==> src/rtl/tap_line_sequencer.sv <==
// tap_line_sequencer: paced sample handshake, tap-line shift strobe and MAC tap stepping.
module tap_line_sequencer #(
  parameter int TOTAL_TAPS    = 9,
  parameter int TAP_SEL_WIDTH = 4,
  parameter int PACE_WIDTH    = 25
) (
  input  logic                     clk,
  input  logic                     rst_n,
  input  logic                     i_pace_en,
  input  logic                     i_sample_valid,
  output logic                     o_sample_ready,
  output logic                     o_shift_en,
  output logic                     o_acc_clr,
  output logic                     o_acc_en,
  output logic [TAP_SEL_WIDTH-1:0] o_tap_sel,
  output logic                     o_result_valid,
  input  logic                     i_result_ready,
  output logic                     o_busy,
  output logic                     o_overrun,
  output logic                     o_LED
);
  typedef enum logic [1:0] {IDLE, SHIFT, MAC, HOLD} state_t;
  state_t                   state, state_d;
  logic [TAP_SEL_WIDTH-1:0] tap_sel, tap_sel_d;
  logic [PACE_WIDTH-1:0]    pace_cnt;
  logic                     pace_stb;
  logic                     last_tap;
  always_ff @(posedge clk or negedge rst_n) begin
    if (!rst_n) begin
      state     <= IDLE;
      tap_sel   <= '0;
      pace_cnt  <= '0;
      pace_stb  <= 1'b0;
      o_overrun <= 1'b0;
    end else begin
      state    <= state_d;
      tap_sel  <= tap_sel_d;
      pace_cnt <= pace_cnt + PACE_WIDTH'(1);
      pace_stb <= pace_cnt == '0;
      if (pace_stb && i_pace_en && state != IDLE) o_overrun <= 1'b1;
    end
  end
  always_comb begin
    state_d        = state;
    tap_sel_d      = tap_sel;
    last_tap       = tap_sel == TAP_SEL_WIDTH'(TOTAL_TAPS - 1);
    o_sample_ready = state == IDLE && rst_n && (!i_pace_en || pace_stb);
    o_shift_en     = state == SHIFT;
    o_acc_clr      = state == SHIFT;
    o_acc_en       = state == MAC;
    o_tap_sel      = state == MAC ? tap_sel : '0;
    o_result_valid = state == HOLD;
    o_busy         = state != IDLE;
    o_LED          = !pace_cnt[PACE_WIDTH-1];
    case (state)
      IDLE:  state_d = i_sample_valid && o_sample_ready ? SHIFT : IDLE;
      SHIFT: begin
        state_d   = MAC;
        tap_sel_d = '0;
      end
      MAC: begin
        state_d   = last_tap ? HOLD : MAC;
        tap_sel_d = last_tap ? '0 : tap_sel + TAP_SEL_WIDTH'(1);
      end
      HOLD:    state_d = i_result_ready ? IDLE : HOLD;
      default: state_d = IDLE;
    endcase
  end
endmodule

==> config.mk <==
export PLATFORM = sky130hd
export DESIGN_NAME = tap_line_sequencer
export DESIGN_NICKNAME = d
export VERILOG_FILES = /design/src/rtl/tap_line_sequencer.sv
export SDC_FILE = /design/constraint.sdc
export NUM_CORES = 1
export LEC_CHECK = 0
export CAP_MARGIN = 20
export CORE_MARGIN = 8
export CORE_UTILIZATION = 50
export DETAILED_ROUTE_END_ITERATION = 8
export PLACE_DENSITY = 0.79
export SYNTH_ARGS = -nofsm -noshare
export SYNTH_HDL_FRONTEND = slang
export SYNTH_SLANG_ARGS = --single-unit
==> constraint.sdc <==
create_clock -name clk -period 1.72 [get_ports clk]
set_clock_uncertainty 0.2 [all_clocks]
set_input_delay 0.258 -clock clk [delete_from_list [all_inputs] [get_ports clk]]
set_output_delay 0.258 -clock clk [all_outputs]
set_load 0.005 [all_outputs]
# After elaboration in Yosys (flattened, before gate mapping)

Cells that the tools add are included.

Register bits after elaboration: 33
Word-level logic and storage cells: 30
Output and inout bits: 12
Input port bits: 5

Multiplexer cells: 7
Reductions and logical operators: 12
Eq/ne operators: 4
Add/sub/neg operators: 2

Operator list:

| operator                                             | number |
|---|---|
| adder 25 x 1 -> 25 bit (second input constant)       | 1 |
| logical NOT 25 bit                                   | 1 |
| two-way mux 4 bit                                    | 2 |
| case mux 2 bit (4 select lines)                      | 1 |
| case mux 4 bit (2 select lines)                      | 1 |
| logical AND 1 bit                                    | 5 |
| adder 4 x 1 -> 4 bit (second input constant)         | 1 |
| equality test 2 bit (second input constant)          | 2 |
| equality test 4 bit (second input constant)          | 1 |
| nonzero test 2 bit                                   | 2 |
| equality test 2 x 1 -> 1 bit (second input constant) | 1 |
| logical NOT 1 bit                                    | 2 |
| logical NOT 2 bit                                    | 1 |
| two-way mux 1 bit                                    | 2 |
| two-way mux 2 bit                                    | 1 |
| logical OR 1 bit                                     | 1 |

# Logic depth before layout (Yosys ltp)

Gate-level depths: netlist of the first run.

Word-level depth: 6
Mapped depth: 6
Gate-level depth less buffers: 6

# Worst setup path after synthesis of the first run

No wires, ideal clock.

Path type: register to register
From: reg pace_cnt[0]
To: reg pace_cnt[14]
Buffers on the path: 1
Clock period less this slack: 1.716 ns
Data arrival time: 1.392 ns
Setup time: 0.124 ns
Stages on the path, launching flop included: 7
Slack: 0.004 ns
Data required time: 1.396 ns
Path through: dfrtp_1 ha_1 and3_1 buf_2 and3_4 and3_4 xor2_2

Longest elaborated chain between the ends: 1

Ends and longest elaborated chain:

| item                   | RTL line | text |
|---|---|---|
| start, declared        | 25       | `logic [PACE_WIDTH-1:0] pace_cnt;` |
| start signal, assigned | 38       | `pace_cnt <= pace_cnt + PACE_WIDTH'(1);` |
| adder 25 x 1 -> 25 bit | 38       |  |

No other way between the ends.
A chain may end at the register's enable or synchronous reset.

# Final worst setup path of the first run

From: reg state[0]
To: out o_sample_ready

Longest elaborated chain between the ends: 3

Ends and longest elaborated chain:

| item                            | RTL line | text |
|---|---|---|
| start, declared                 | 23       | `state_t state, state_d;` |
| start signal, assigned          | 36       | `state <= state_d;` |
| logical NOT 2 bit               | 47       | `o_sample_ready = state == IDLE && rst_n && (!i_pace_en \|\| pace_stb);` |
| logical AND 1 bit (2 in series) | 47       |  |
| end, declared                   | 11       | `output logic o_sample_ready,` |

No other way between the ends.

==> flow_summary.json, run 1 <==
{
  "path_cells": "inv_2 -> buf_6 -> ha_4 -> nand2_2 -> a21oi_2 -> buf_2",
  "leakagePower_nw": 0.9560,
  "diodes": 0,
  "drtPass1Iterations": 5,
  "final_util": 0.6858,
  "max-cap-violations": 0,
  "outcome": "finished, violations left",
  "grt_pass1_wl_mm": 5.706,
  "r2r_end": "state[0]",
  "crit_type": "register to primary output",
  "ys_seq_elements": 33,
  "p_switching_w": 0.0003130,
  "hold_violations": 0,
  "worstMarginPinSlew_ns": 0.4034,
  "arrival_ns": 1.33,
  "cts_inserted_buffers": 5,
  "syn-cell-area_mm2": 0.001638,
  "final_cell_mix": "dfrtp_1 (32), buf_4 (18), xnor2_1 (17)",
  "initialDrtViolationCount": 27,
  "start_util": 0.5321,
  "routedWlPerCell_um": 14.36,
  "wirelength_mm": 3.389,
  "die_w_um": 73.24,
  "layout_min_cycle_time_ns": 1.787,
  "avgSynthCellArea_um2": 10.78,
  "grt_max_degree": 34,
  "synth.top_cell.area_share": 0.5042,
  "rsz0062_at_grt": "true",
  "ir_drop_mv": 0.4576,
  "powerDensity_mw_per_mm2": 646.1,
  "r2r_cells": 8,
  "synth_fp_nets": 166,
  "dieArea_mm2": 0.005363,
  "grtUsageTotal": 0.1383,
  "cp_slowest_stage_delay_ns": 0.40,
  "cts_root_buf": "clkbuf_4",
  "final_area_mm2": 0.002111,
  "cts_tree": "built",
  "htree_levels": 2,
  "crit_slowest_cell": "dfrtp_1",
  "min_path_type": "input port to asynchronous set/reset pin",
  "violations": "setup timing",
  "pwr-share-seq": 0.581,
  "drive_gt1_frac": 0.3021,
  "worstReg2RegStart": "state[0]",
  "reg2reg_slack_ns": 0.04,
  "max_clock_freq_ghz": 0.5597,
  "antenna_left": 0,
  "die_h_um": 73.24,
  "p_comb_frac": 0.105,
  "dpl_cell_area_mm2": 0.001927,
  "internal-power_w": 0.001051,
  "ys_seq_area_frac": 0.5042,
  "worst-path-max-fanout": 2,
  "drc": 0,
  "layout_setup_ws_ns": -0.06674,
  "finalCritPeriodShare": 1.039,
  "gp_congestion": 0.8578,
  "drv_slew": 0,
  "io_pins": 17,
  "cts.sinks": 33,
  "cts_buffer_depth": 2,
  "grt_pass1_vias": 1264,
  "vias_per_cell": 5.305,
  "yosysTopAreaCell": "dfrtp_1",
  "critPathCaptureType": "primary output",
  "yosysUniqueCellTypes": 26,
  "worstPathRequired_ns": 1.26,
  "cp-start-kind": "register",
  "power_w": 0.001364,
  "area_growth_syn_to_layout_pct": 28.88,
  "design.core.area_mm2": 0.003078,
  "dp_hpwl_mm": 2.374,
  "switching_share": 0.2295,
  "grt_antenna_before_repair": 0,
  "fin_cells": 236,
  "post-place-ws_ns": -0.2943,
  "dp.cells": 221,
  "final_nets": 206,
  "rows": 20,
  "cts.clk_slew.worst_paths_ns": 0.09,
  "yosys_warnings": 0,
  "ctsHoldBuffers": 0,
  "via_count": 1252,
  "worstSkewPairLatency_ns": 0.33,
  "setup_viol": 6,
  "final_common_cell": "dfrtp_1",
  "gr-total-overflow": 0,
  "synth_area_leaders": "dfrtp_1 (50%), xnor2_1 (9.1%), ha_1 (6.9%), nand4_1 (3.8%), and4_1 (3.2%)",
  "synth_cells": 152,
  "clkPwrFrac": 0.314,
  "max_slew_margin": 0.7311,
  "port_buffers": 16
}
[worst max-delay path, delay by kind of cell (launching register included)]
| kind | cells | cell delay (ns) |
|---|---|---|
| adder cells (fa/ha/maj) | 1 | 0.13 |
| AO/OA/AOI/OAI | 1 | 0.12 |
| AND/OR/NAND/NOR | 1 | 0.05 |
| buffers and inverters | 3 | 0.30 |
| flip-flops | 1 | 0.40 |
[worst max path at each step]
stage / from / to / cells after the start
finish: state[0] / o_sample_ready / 6
global route: state[0] / o_sample_ready / 6
CTS: state[1] / o_sample_ready / 5
detailed placement: rst_n / o_sample_ready / 4
global placement: rst_n / o_sample_ready / 4
floorplan: pace_cnt[0] / pace_cnt[14] / 6
[per-layer routing]
layer  wire length (µm)  GRT usage  vias up
li1                   -          -      603
met1               1431     0.1520      618
met2               1742     0.2393       21
met3                148    0.03571       10
met4                 67    0.06889        0
met5                  0          0        -
[state kept, by name (all words and copies together), names as in the netlist]
| name | count |
|---|---|
| tap_sel | 4 |
| pace_stb | 1 |
| o_overrun | 1 |
| pace_cnt | 25 |
| state | 2 |
[cell families after synthesis]
logic type	share of synthesized area
flops	0.5042
xor+xnor	0.1276
buf+inv	0.03972
simple gates	0.2208
compound gates	0.03896
fa+ha+maj	0.06876
[per-stage QoR]
stage / hold slack [ns] / TNS [ns]
detailed placement: 0.2766 / -0.9693
finish: 0.2319 / -0.2537
floorplan: -0.2376 / 0
global placement: 0.2505 / -0.7465
CTS: 0.2324 / -0.2554
global route: 0.2532 / -0.6415
[synthesized netlist by cell type]
library cell,count
dfrtp_1,33
xnor2_1,17
inv_1,11
nand2_1,10
nand4_1,10
ha_1,9
nand3_1,9
o21ai_0,9
and4_1,6
nor2_1,5
nor4_1,5
xor2_1,5
and2_1,4
a21oi_1,2
and3_1,2
and3_4,2
buf_4,2
nor2b_1,2
nor3b_1,2
a31o_2,1
and4_4,1
buf_2,1
clkbuf_1,1
nor4b_1,1
or2_1,1
xor2_2,1
[area by class of cell]
type,count,area [µm²]
fillers,227,967.2
flip-flops and latches,33,827.0
inverters,11,43.79
well taps,44,55.05
multi-input cells,104,820.8
repair buffers,37,309.0
clock buffers,7,55.05
[what timing repair did]
item	4_1_cts	5_1_grt
buffers inserted	7	3
endpoints found under the setup margin	12	11
hold endpoints to repair	0	0
gates resized for setup	62	8
pin swaps	2	0
[power by group through the flow]
| stage | Sequential (W) | Clock (W) | Combinational [W] |
|---|---|---|---|
| after floorplan | 0.000806 | 0 | 0.0000400 |
| after global placement | 0.000805 | 0 | 0.000106 |
| after detailed placement | 0.000806 | 0 | 0.000112 |
| after CTS | 0.000792 | 0.000441 | 0.000133 |
| after global routing | 0.000794 | 0.000464 | 0.000160 |
| final | 0.000793 | 0.000428 | 0.000143 |
Note: power is estimated with default switching activity, not from simulation.
==> inputs of run 2 (changes only) <==
--- a/config.mk
+++ b/config.mk
@@ -9,7 +9,8 @@
 export CORE_MARGIN = 8
 export CORE_UTILIZATION = 50
 export DETAILED_ROUTE_END_ITERATION = 8
-export PLACE_DENSITY = 0.79
+export DONT_BUFFER_PORTS = 1
+export PLACE_DENSITY = 0.73
 export SYNTH_ARGS = -nofsm -noshare
 export SYNTH_HDL_FRONTEND = slang
 export SYNTH_SLANG_ARGS = --single-unit
==> run 2 against run 1 <==
  * The run now ends clean
  * Critical endpoint unchanged
  * Sequential cell count stayed put
  * Maximum frequency is 3.9% higher
  * Routed wire length is 2.2% higher
  * Largest cell class unchanged
  * Combinational power is 20% lower
  * Sequential power hardly changed
  * Largest power group unchanged
==> flow_summary.json, run 2 (synthesized netlist as in run 1, its figures left out) <==
{
  "htree_levels": 2,
  "outcome": "completed",
  "gp_congestion": 0.8115,
  "cp_top_family": "flip-flops",
  "diodes": 0,
  "cts.clk_slew.worst_paths_ns": 0.09,
  "wirelength_mm": 3.464,
  "via_count": 1191,
  "rows": 20,
  "vias_per_cell": 5.488,
  "max_clock_freq_ghz": 0.5817,
  "dieArea_mm2": 0.005363,
  "grt_antenna_before_repair": 0,
  "largestRegisters": "pace_cnt: 25 flops, tap_sel: 4 flops, state: 2 flops",
  "crit_type": "register to primary output",
  "fin_cells": 217,
  "leakagePower_nw": 0.8728,
  "io_pins": 17,
  "dpl_cell_area_mm2": 0.001707,
  "cts_tree": "built",
  "setup_viol": 0,
  "layout_min_cycle_time_ns": 1.719,
  "start_util": 0.5321,
  "gr-total-overflow": 0,
  "nFillCells": 244,
  "drc": 0,
  "cts_inserted_buffers": 5,
  "regMostFlops": "pace_cnt",
  "grt_pass1_vias": 1232,
  "initialDrtViolationCount": 63,
  "arrival_ns": 1.26,
  "grtUsageTotal": 0.1444,
  "grt_pass1_wl_mm": 5.892,
  "ir_drop_mv": 0.5357,
  "final_cell_mix": "dfrtp_1 (33), xnor2_1 (17), nand4_1 (10), buf_4 (10)",
  "die_h_um": 73.24,
  "cp-startpoint": "state[0]",
  "worstMarginPinSlew_ns": 0.3902,
  "critPathCaptureType": "primary output",
  "routedWlPerCell_um": 15.96,
  "crit_slowest_cell": "dfrtp_1",
  "final_common_cell": "dfrtp_1",
  "rsz0062_at_grt": "true",
  "port_buffers": 0,
  "design.core.area_mm2": 0.003078,
  "min_path_type": "input port to register",
  "worstPathRequired_ns": 1.26,
  "finalCritPeriodShare": 0.9995,
  "hold_start": "rst_n",
  "cts.sinks": 33,
  "cp_slowest_stage_delay_ns": 0.42,
  "area_growth_syn_to_layout_pct": 19.40,
  "final_area_mm2": 0.001956,
  "drv_slew": 0,
  "worstSkewPairLatency_ns": 0.34,
  "drive_gt1_frac": 0.2197,
  "drtPass1Iterations": 4,
  "die_w_um": 73.24,
  "powerDensity_mw_per_mm2": 718.5,
  "max-cap-violations": 0,
  "cp-start-kind": "register",
  "largest_register_ffs": 25,
  "dp_hpwl_mm": 2.166,
  "worst-path-max-fanout": 4,
  "critPathBufInv": 1,
  "whs_ns": 0.06305,
  "cts_buffer_depth": 2,
  "power_w": 0.001405,
  "max_slew_margin": 0.7374,
  "dp.cells": 197,
  "path_cells": "inv_2 -> ha_4 -> nand2_4 -> a21oi_4",
  "hold_violations": 0,
  "antenna_left": 0,
  "worstReg2RegStart": "pace_cnt[1]",
  "cts_root_buf": "clkbuf_4",
  "final_nets": 186,
  "grt_max_degree": 34
}
==> run 2: cell types whose count changed in the layout (fill, tap and decap cells not counted), sizes merged <==
cell,delta
clkinv,+1
buf,-18
dlygate4sd2,-1
clkdlybuf4s50,-5
dlygate4sd3,+4
==> run 2: final cells by class <==
class | count | area, µm² | area share
inverter | 11 | 41.29 | 0.02111
sequential | 33 | 825.8 | 0.4223
clock buffer | 7 | 65.06 | 0.03327
multi-input combinational | 104 | 805.8 | 0.4120
tap | 44 | 55.05 | 0.02815
timing repair buffer | 17 | 157.7 | 0.08061
clock inverter | 1 | 5.005 | 0.002559
==> run 2: worst min-delay path, cell delays in order <==
cell	delay [ns]
nand2_4	0.06
a21oi_4	0.04
nand3_1	0.07
o21ai_0	0.11
==> run 2: routing by layer <==
metal | part of all wire | vias to the layer above | global-route usage
met5 | 0 | - | 0
met4 | 0.032 | 0 | 0.07333
met3 | 0.045 | 12 | 0.04670
met2 | 0.50 | 22 | 0.2334
met1 | 0.42 | 594 | 0.1661
li1 | - | 563 | -
==> run 2: path summary, 6_finish.rpt <==
kind / end / slack (ns) / depth (start not counted)
worst min-delay path: state[0] / 0.06 / 4
worst max register to register: pace_cnt[14] / 0.06 / 5
worst min register to register: pace_cnt[22] / 0.31 / 1
worst max-delay path: o_sample_ready / 0.0008 / 4
min in group asynchronous: tap_sel[2] / 0.15 / 2
max in group asynchronous: pace_cnt[5] / 0.99 / 2
==> run 2: per-stage QoR <==
step | util | setup slack (ns) | setup TNS, ns
detailed placement | 0.5545 | 0.02839 | 0
global placement | 0.5545 | 0.07932 | 0
global route | 0.6354 | -0.05681 | -0.2510
CTS | 0.6167 | 0.002421 | 0
floorplan | - | 0.004198 | 0
finish | 0.6354 | 0.0007807 | 0
==> run 2: repair_timing <==
| action | in CTS | in global routing |
|---|---|---|
| hold endpoints to repair | 36 | 0 |
| endpoints found under the setup margin | 7 | 10 |
| hold buffers | 5 | 0 |
| gates resized for setup | 8 | 10 |
| pin swaps | 2 | 2 |
| setup buffers | 4 | 3 |
==> run 2: power by group <==
part | total [W] | switching, W | internal (W) | leakage, nW
Clock | 0.000498 | 0.000261 | 0.000237 | 0.0413
Combinational | 0.000114 | 0.0000623 | 0.0000517 | 0.388
Sequential | 0.000793 | 0.00000957 | 0.000784 | 0.443
Total | 0.00141 | 0.000333 | 0.00107 | 0.873
